==> src/rtl/vga_screen_scanner_pkg.sv <==
// vga_scan_pkg: shared resolution defaults and screen indices for the 160x120 scanner.
// req priority: bit i requests screen i+1 and the lowest set bit wins; no request selects SCR_MENU.
package vga_scan_pkg;
    localparam int H_RES_DEF = 160;
    localparam int V_RES_DEF = 120;
    localparam int X_W_DEF = 8;
    localparam int Y_W_DEF = 7;
    localparam int ADDR_W_DEF = 15;
    localparam int NUM_SCREENS_DEF = 8;
    localparam int SEL_W_DEF = 3;
    localparam int COLOUR_W_DEF = 3;

    typedef enum logic [2:0] {
        SCR_MENU      = 3'd0,
        SCR_ABOUT     = 3'd1,
        SCR_MANUAL    = 3'd2,
        SCR_DISPENSER = 3'd3,
        SCR_TIMESET   = 3'd4,
        SCR_DISP_A    = 3'd5,
        SCR_DISP_B    = 3'd6,
        SCR_LOWMEDS   = 3'd7
    } screen_e;
endpackage

==> src/rtl/vga_screen_scanner_if.sv <==
// vga_screen_scanner_if: request/ROM/pixel bundle between the scanner (master) and its surroundings (slave).
interface vga_screen_scanner_if
    import vga_scan_pkg::*;
#(
    parameter int X_W = X_W_DEF,
    parameter int Y_W = Y_W_DEF,
    parameter int ADDR_W = ADDR_W_DEF,
    parameter int NUM_SCREENS = NUM_SCREENS_DEF,
    parameter int SEL_W = SEL_W_DEF,
    parameter int COLOUR_W = COLOUR_W_DEF
);
    logic [NUM_SCREENS-2:0] req;
    logic [ADDR_W-1:0] mem_address;
    logic [NUM_SCREENS*COLOUR_W-1:0] rom_colour;
    logic [X_W-1:0] x;
    logic [Y_W-1:0] y;
    logic [COLOUR_W-1:0] colour;
    logic plot;
    logic [SEL_W-1:0] active_screen;
    logic anim_phase;
    logic frame_start;

    modport master (
        input req, rom_colour,
        output mem_address, x, y, colour, plot, active_screen, anim_phase, frame_start
    );
    modport slave (
        output req, rom_colour,
        input mem_address, x, y, colour, plot, active_screen, anim_phase, frame_start
    );
endinterface

==> src/rtl/vga_screen_scanner_anim_toggler.sv <==
// anim_toggler: free-running divider; phase flips each time the counter wraps after ANIM_PERIOD cycles.
module anim_toggler #(
    parameter int ANIM_PERIOD = 5000000
) (
    input  logic clock,
    input  logic reset,
    output logic phase
);
    localparam int CW = $clog2(ANIM_PERIOD > 1 ? ANIM_PERIOD : 2);

    logic [CW-1:0] r_cnt;
    logic w_wrap;

    assign w_wrap = (r_cnt == CW'(ANIM_PERIOD - 1));

    always_ff @(posedge clock or posedge reset) begin
        if (reset) begin
            r_cnt <= '0;
            phase <= 1'b0;
        end else begin
            r_cnt <= w_wrap ? '0 : r_cnt + CW'(1);
            phase <= w_wrap ? ~phase : phase;
        end
    end
endmodule

==> src/rtl/vga_screen_scanner.sv <==
// vga_screen_scanner: raster sweep, shared ROM addressing and frame-latched screen selection.
module vga_screen_scanner
    import vga_scan_pkg::*;
#(
    parameter int H_RES = H_RES_DEF,
    parameter int V_RES = V_RES_DEF,
    parameter int X_W = X_W_DEF,
    parameter int Y_W = Y_W_DEF,
    parameter int ADDR_W = ADDR_W_DEF,
    parameter int NUM_SCREENS = NUM_SCREENS_DEF,
    parameter int SEL_W = SEL_W_DEF,
    parameter int COLOUR_W = COLOUR_W_DEF,
    parameter int ROM_LATENCY = 1,
    parameter int ANIM_PERIOD = 5000000,
    parameter logic [NUM_SCREENS-1:0] ANIM_MASK = 8'b0000_0010
) (
    input logic clock,
    input logic reset,
    vga_screen_scanner_if.master bus
);
    localparam int L = 1 + ROM_LATENCY;

    logic [X_W-1:0] r_sx;
    logic [Y_W-1:0] r_sy;
    logic [X_W-1:0] r_px [1:L];
    logic [Y_W-1:0] r_py [1:L];
    logic [SEL_W-1:0] r_ps [1:L];
    logic [L:1] r_pv;
    logic [SEL_W-1:0] r_active;
    logic [SEL_W-1:0] w_base;
    logic [SEL_W-1:0] w_cand;
    logic [SEL_W-1:0] w_scr;
    logic w_phase;
    logic w_first;
    logic w_eol;

    anim_toggler #(.ANIM_PERIOD(ANIM_PERIOD)) u_anim (
        .clock(clock),
        .reset(reset),
        .phase(w_phase)
    );

    // Scanning downward gives the lowest set request bit the final say.
    always_comb begin
        w_base = '0;
        for (int i = NUM_SCREENS - 2; i >= 0; i--)
            if (bus.req[i]) w_base = SEL_W'(i + 1);
        w_cand = (ANIM_MASK[w_base] && w_phase) ? w_base + SEL_W'(1) : w_base;
    end

    assign w_first = (r_sx == '0) && (r_sy == '0);
    assign w_eol = (r_sx == X_W'(H_RES - 1));
    assign w_scr = w_first ? w_cand : r_active;
    assign bus.active_screen = r_active;
    assign bus.anim_phase = w_phase;

    always_ff @(posedge clock or posedge reset) begin
        if (reset) begin
            r_sx <= '0;
            r_sy <= '0;
            r_active <= SEL_W'(SCR_MENU);
            r_pv <= '0;
            for (int k = 1; k <= L; k++) begin
                r_px[k] <= '0;
                r_py[k] <= '0;
                r_ps[k] <= '0;
            end
            bus.mem_address <= '0;
            bus.x <= '0;
            bus.y <= '0;
            bus.colour <= '0;
            bus.plot <= 1'b0;
            bus.frame_start <= 1'b0;
        end else begin
            r_sx <= w_eol ? '0 : r_sx + X_W'(1);
            r_sy <= !w_eol ? r_sy : (r_sy == Y_W'(V_RES - 1)) ? '0 : r_sy + Y_W'(1);
            r_active <= w_scr;
            bus.mem_address <= ADDR_W'(r_sy) * ADDR_W'(H_RES) + ADDR_W'(r_sx);
            // Stage L lines up with the ROM word addressed by that coordinate.
            r_px[1] <= r_sx;
            r_py[1] <= r_sy;
            r_ps[1] <= w_scr;
            r_pv <= {r_pv[L-1:1], 1'b1};
            for (int k = 2; k <= L; k++) begin
                r_px[k] <= r_px[k-1];
                r_py[k] <= r_py[k-1];
                r_ps[k] <= r_ps[k-1];
            end
            bus.x <= r_px[L];
            bus.y <= r_py[L];
            bus.colour <= bus.rom_colour[r_ps[L]*COLOUR_W +: COLOUR_W];
            bus.plot <= r_pv[L];
            bus.frame_start <= r_pv[L] && (r_px[L] == '0) && (r_py[L] == '0);
        end
    end
endmodule

==> src/flat_wrapper.sv <==
// flat-port wrapper written by rule: the top's interface ports become plain ports
module vga_screen_scanner_flat import vga_scan_pkg::*;
#(
    parameter int H_RES = H_RES_DEF,
    parameter int V_RES = V_RES_DEF,
    parameter int X_W = X_W_DEF,
    parameter int Y_W = Y_W_DEF,
    parameter int ADDR_W = ADDR_W_DEF,
    parameter int NUM_SCREENS = NUM_SCREENS_DEF,
    parameter int SEL_W = SEL_W_DEF,
    parameter int COLOUR_W = COLOUR_W_DEF,
    parameter int ROM_LATENCY = 1,
    parameter int ANIM_PERIOD = 5000000,
    parameter logic [NUM_SCREENS-1:0] ANIM_MASK = 8'b0000_0010
)
  (clock, reset, bus_req, bus_rom_colour, bus_mem_address, bus_x, bus_y, bus_colour, bus_plot, bus_active_screen, bus_anim_phase, bus_frame_start);
  vga_screen_scanner_if #(.X_W(X_W), .Y_W(Y_W), .ADDR_W(ADDR_W), .NUM_SCREENS(NUM_SCREENS), .SEL_W(SEL_W), .COLOUR_W(COLOUR_W)) bus_i ();
  input logic clock;
  input logic reset;
  input wire logic [$bits(bus_i.req)-1:0] bus_req;
  input wire logic [$bits(bus_i.rom_colour)-1:0] bus_rom_colour;
  output wire logic [$bits(bus_i.mem_address)-1:0] bus_mem_address;
  output wire logic [$bits(bus_i.x)-1:0] bus_x;
  output wire logic [$bits(bus_i.y)-1:0] bus_y;
  output wire logic [$bits(bus_i.colour)-1:0] bus_colour;
  output wire logic [$bits(bus_i.plot)-1:0] bus_plot;
  output wire logic [$bits(bus_i.active_screen)-1:0] bus_active_screen;
  output wire logic [$bits(bus_i.anim_phase)-1:0] bus_anim_phase;
  output wire logic [$bits(bus_i.frame_start)-1:0] bus_frame_start;
  assign bus_i.req = bus_req;
  assign bus_i.rom_colour = bus_rom_colour;
  assign bus_mem_address = bus_i.mem_address;
  assign bus_x = bus_i.x;
  assign bus_y = bus_i.y;
  assign bus_colour = bus_i.colour;
  assign bus_plot = bus_i.plot;
  assign bus_active_screen = bus_i.active_screen;
  assign bus_anim_phase = bus_i.anim_phase;
  assign bus_frame_start = bus_i.frame_start;
  vga_screen_scanner #(.H_RES(H_RES), .V_RES(V_RES), .X_W(X_W), .Y_W(Y_W), .ADDR_W(ADDR_W), .NUM_SCREENS(NUM_SCREENS), .SEL_W(SEL_W), .COLOUR_W(COLOUR_W), .ROM_LATENCY(ROM_LATENCY), .ANIM_PERIOD(ANIM_PERIOD), .ANIM_MASK(ANIM_MASK)) u_core (.clock(clock), .reset(reset), .bus(bus_i));
endmodule
==> config.mk <==
export PLATFORM = sky130hd
export DESIGN_NAME = vga_screen_scanner_flat
export DESIGN_NICKNAME = d
export VERILOG_FILES = /design/src/rtl/vga_screen_scanner_pkg.sv /design/src/rtl/vga_screen_scanner_if.sv /design/src/rtl/vga_screen_scanner_anim_toggler.sv /design/src/rtl/vga_screen_scanner.sv /design/src/flat_wrapper.sv
export SDC_FILE = /design/constraint.sdc
export NUM_CORES = 1
export LEC_CHECK = 0
export BUFFER_PORTS_ARGS = -buffer_cell sky130_fd_sc_hd__buf_2
export CAP_MARGIN = 20
export CORE_MARGIN = 2
export CORE_UTILIZATION = 50
export CTS_BUF_LIST = sky130_fd_sc_hd__clkbuf_4 sky130_fd_sc_hd__clkbuf_8
export DETAILED_ROUTE_END_ITERATION = 10
export PLACE_DENSITY_LB_ADDON = 0.2
export SLEW_MARGIN = 20
export SYNTH_ARGS = -nofsm -noshare
export SYNTH_HDL_FRONTEND = slang
export SYNTH_HIERARCHICAL = 1
export SYNTH_SLANG_ARGS = --single-unit
==> constraint.sdc <==
create_clock -name clock -period 2.8 [get_ports clock]
set_input_delay 0.28 -clock clock [delete_from_list [all_inputs] [get_ports clock]]
set_output_delay 0.28 -clock clock [all_outputs]
set_load 0.02 [all_outputs]
==> results.toml <==
[outcome]
status = "completed"

[synthesis]
syn_area_um2 = 4569
synth_fp_nets = 427
synth_warnings = 6
syn_inst = 372
synth_enable_flop_cells = 0
ys.flop_type = "dfrtp_1"
avgSynthCellArea_um2 = 12.28
async_reset_ff_share_pct = 100.0
ys_seq_area_share_pct = 58.60
synth_cell_types = 51
synth-seq-cells = 107

[setup_path]
rr_endpoint = "u_core/bus.mem_address[14]"
r2r_start = "u_core/r_sy[1]"
ff2ff_setup_slack_ns = 0.21
ff2ff_path_depth = 9
crit_path_end_kind = "flip-flop"
critPathKind = "reg2reg"
start_kind = "flip-flop"
critPathMaxFanout = 6
arrival_ns = 2.90
required_ns = 3.12

[sta]
fin_skew_ns = 0.01134
final-setup-viol-count = 0
period_needed_ns = 2.587
setup_ws_ns = 0.2127
maxSlewHeadroom_pct = 38.81
rsz0062_at_grt = "false"
setup_tns_ns = 0
fin_crit_sh_pct = 92.40
slew_viol_final = 0
tightest_slew_ns = 0.9168
fmax_mhz = 386.5
hold_viol = 0

[global_route]
antenna_found_initial = 0
grt_max_degree = 39
track_usage_pct = 17.86
grt_pass1_vias = 3076
grt_pass1_wl_um = 14010
grt-ovfl-total = 0

[flow_run]
maxCapViolations = 0

[placed_design]
place.gp.congestion = 0.8203
port_buffers = 71
dp_slack_ns = 0.2782
dpl.hpwl_um = 5794

[cts]
clock_path_buffers = 2
cts_sinks = 107
cts_buffers = 9
clk_pin_slew_ns = 0.11
htreeDepth = 3
cts-resized-gates = 0
clock-root-buffer = "clkbuf_8"
clock_latency_ns = 0.37
tritoncts = "yes"

[power]
p_switching_uw = 640.9
p_leak_nw = 2.613
p_int_mw = 1.967
pwr_density_cell_nw_per_um2 = 496.4
power_frac_comb_pct = 4.6
p_sw_share_pct = 24.58
vdd_drop_max_v = 0.0002199
p_clk_share_pct = 35.3
seq_power_share_pct = 60.1

[route]
drc = 0
drt_iter0_markers = 178
drt-pass1-iter-count = 4
vias = 3013
drt-total-wl_um = 7878
ant_nets = 0
post_drt_wl_per_cell_um = 13.99
avgViaCountPerCell = 5.352

[cells_and_area]
regArea_um2 = 2678
fillers = 717
layout-drive-gt1-share_pct = 25.49
multi_input_area_um2 = 1720
synthToLayoutAreaGrowth_pct = 14.98
diodes = 0
nNetsFinal = 505

[floorplanning]
die_h_um = 99.60
ioPinCount = 72
die_w_um = 99.60
rows = 34
start_util_pct = 51.89
dieArea_um2 = 9919
core_area_um2 = 8806

[hold_path]
min_path_cells = 4
min_to = "u_core/bus.active_screen[2]"
hold_class = "in2reg"
min-delay-start = "bus_req[2]"
-- routing by layer --
layer | wire length [um] | up-vias | share of wire, % | global-route usage, %
met3 | 413 | 12 | 5.2 | 4.708
li1 | - | 1452 | - | -
met1 | 3689 | 1457 | 47 | 24.53
met5 | 0 | - | 0 | 0
met2 | 3681 | 92 | 47 | 28.17
met4 | 94 | 0 | 1.2 | 5.479
-- logic make-up (layout without fill, tap and decap cells) --
kind of cell               count (synthesis)  in the layout  share of synthesized area, %
AOI/OAI and AO/OA                         40             40                         5.476
xor gates and xnor gates                  32             32                         6.462
adders and majority gates                 22             22                         6.353
buffers and inverters                     36            119                         3.751
DFF                                      107            107                         58.60
muxes                                     14             14                         4.874
other                                      1              1                       0.08207
and+or+nand+nor                          120            120                         14.40
-- repair_timing --
item                                   4_1_cts  5_1_grt
endpoints found under the hold margin       35        0
setup buffers                                0        0
hold buffers                                 1        0
-- registers in the layout, summed over array words and instances (netlist names) --
register and flops:
u_core/r_pv 2, u_core/r_sy 7, u_core/bus.frame_start 1, u_core/r_py 14, u_core/r_px 16, u_core/r_ps 3, u_core/bus.x 8, u_core/r_sx 8
u_core/bus.active_screen 3, u_core/bus.mem_address 10, u_core/bus.plot 1, u_core/u_anim/r_cnt 23, u_core/bus.colour 3, u_core/bus.y 7, u_core/u_anim/phase 1
-- power groups by stage --
stage,Sequential (mW),Clock (mW),Combinational (mW)
after floorplan,1.60,0,0.0701
after global placement,1.60,0,0.119
after detailed placement,1.60,0,0.122
after CTS,1.57,0.956,0.123
after global routing,1.57,1.02,0.137
final,1.57,0.920,0.120
-- cell usage in the layout (no fill, tap or decap), types with 6 or more instances in the layout --
cell	n
xnor2_1	20
nand2_1	20
nand3_1	12
mux2_2	6
xor2_1	11
inv_1	21
o21ai_0	11
nand4_1	10
a21oi_1	13
buf_4	9
nor4_1	11
dfrtp_1	107
nor2_1	28
mux4_2	6
clkbuf_8	9
buf_2	71
ha_1	20
-- Yosys cell counts (2+ instances only) --
master    count  area, um2
a21o_1        3      22.52
a21oi_1      13      65.06
a31oi_1       4      25.02
and2_1        3      18.77
and3_1        4      25.02
and4_1        5      43.79
buf_2         4      20.02
buf_4         8      60.06
dfrtp_1     107       2678
fa_1          2      40.04
ha_1         20      250.2
inv_1        22      82.58
mux2_2        6      67.56
mux2i_1       2      20.02
mux4_2        6      135.1
nand2_1      20      75.07
nand2b_1      3      18.77
nand3_1      12      60.06
nand3b_1      2      15.01
nand4_1      10      62.56
nor2_1       28      105.1
nor2b_1       2      12.51
nor3_1        5      25.02
nor4_1       11      68.82
o21ai_0      11      55.05
o31ai_1       2      15.01
or3_2         2      15.01
or4_1         2      15.01
or4b_1        2      20.02
xnor2_1      20      175.2
xor2_1       11      96.34
-- worst max path at each step --
| stage | start | to | slack [ns] | cells past startpoint |
|---|---|---|---|---|
| finish | u_core/r_sy[1] | u_core/bus.mem_address[14] | 0.21 | 9 |
| global route | u_core/r_sy[1] | u_core/bus.mem_address[14] | 0.04 | 9 |
| floorplan | reset | u_core/bus.active_screen[0] | 0.38 | 1 |
| CTS | u_core/r_sy[1] | u_core/bus.mem_address[14] | 0.23 | 9 |
| detailed placement | u_core/r_sy[1] | u_core/bus.mem_address[12] | 0.28 | 8 |
| global placement | u_core/r_sy[1] | u_core/bus.mem_address[12] | 0.30 | 8 |
-- layout make-up --
| class | instances | share of cell area, % |
|---|---|---|
| clock inverters | 7 | 1.524 |
| repair buffers | 81 | 8.240 |
| flip-flops and latches | 107 | 50.96 |
| inverters | 22 | 1.596 |
| multi-input cells | 229 | 32.75 |
| clock buffers | 9 | 2.358 |
| well taps | 108 | 2.572 |
-- worst max-delay path, cell delays in order (launching register included) --
cell and delay, ns:
dfrtp_1 0.46, ha_1 0.32, ha_1 0.21, inv_1 0.07
fa_1 0.43, nand2b_1 0.19, a311o_1 0.30, nor4_1 0.29
o211ai_1 0.16, nand3_1 0.09
-- per-stage QoR --
| stage | instances | utilization (%) | cell area, um2 | hold WS [ns] | power, mW |
|---|---|---|---|---|---|
| finish | 563 | 59.66 | 5254 | 0.3239 | 2.608 |
| CTS | 563 | 59.66 | 5254 | 0.3113 | 2.648 |
| global route | 563 | 59.66 | 5254 | 0.3363 | 2.725 |
| floorplan | 372 | - | 4569 | 0.2946 | 1.673 |
| global placement | 546 | 57.23 | 5040 | 0.3315 | 1.717 |
| detailed placement | 546 | 57.23 | 5040 | 0.3347 | 1.720 |
Note: power is estimated with default switching activity, not from simulation.
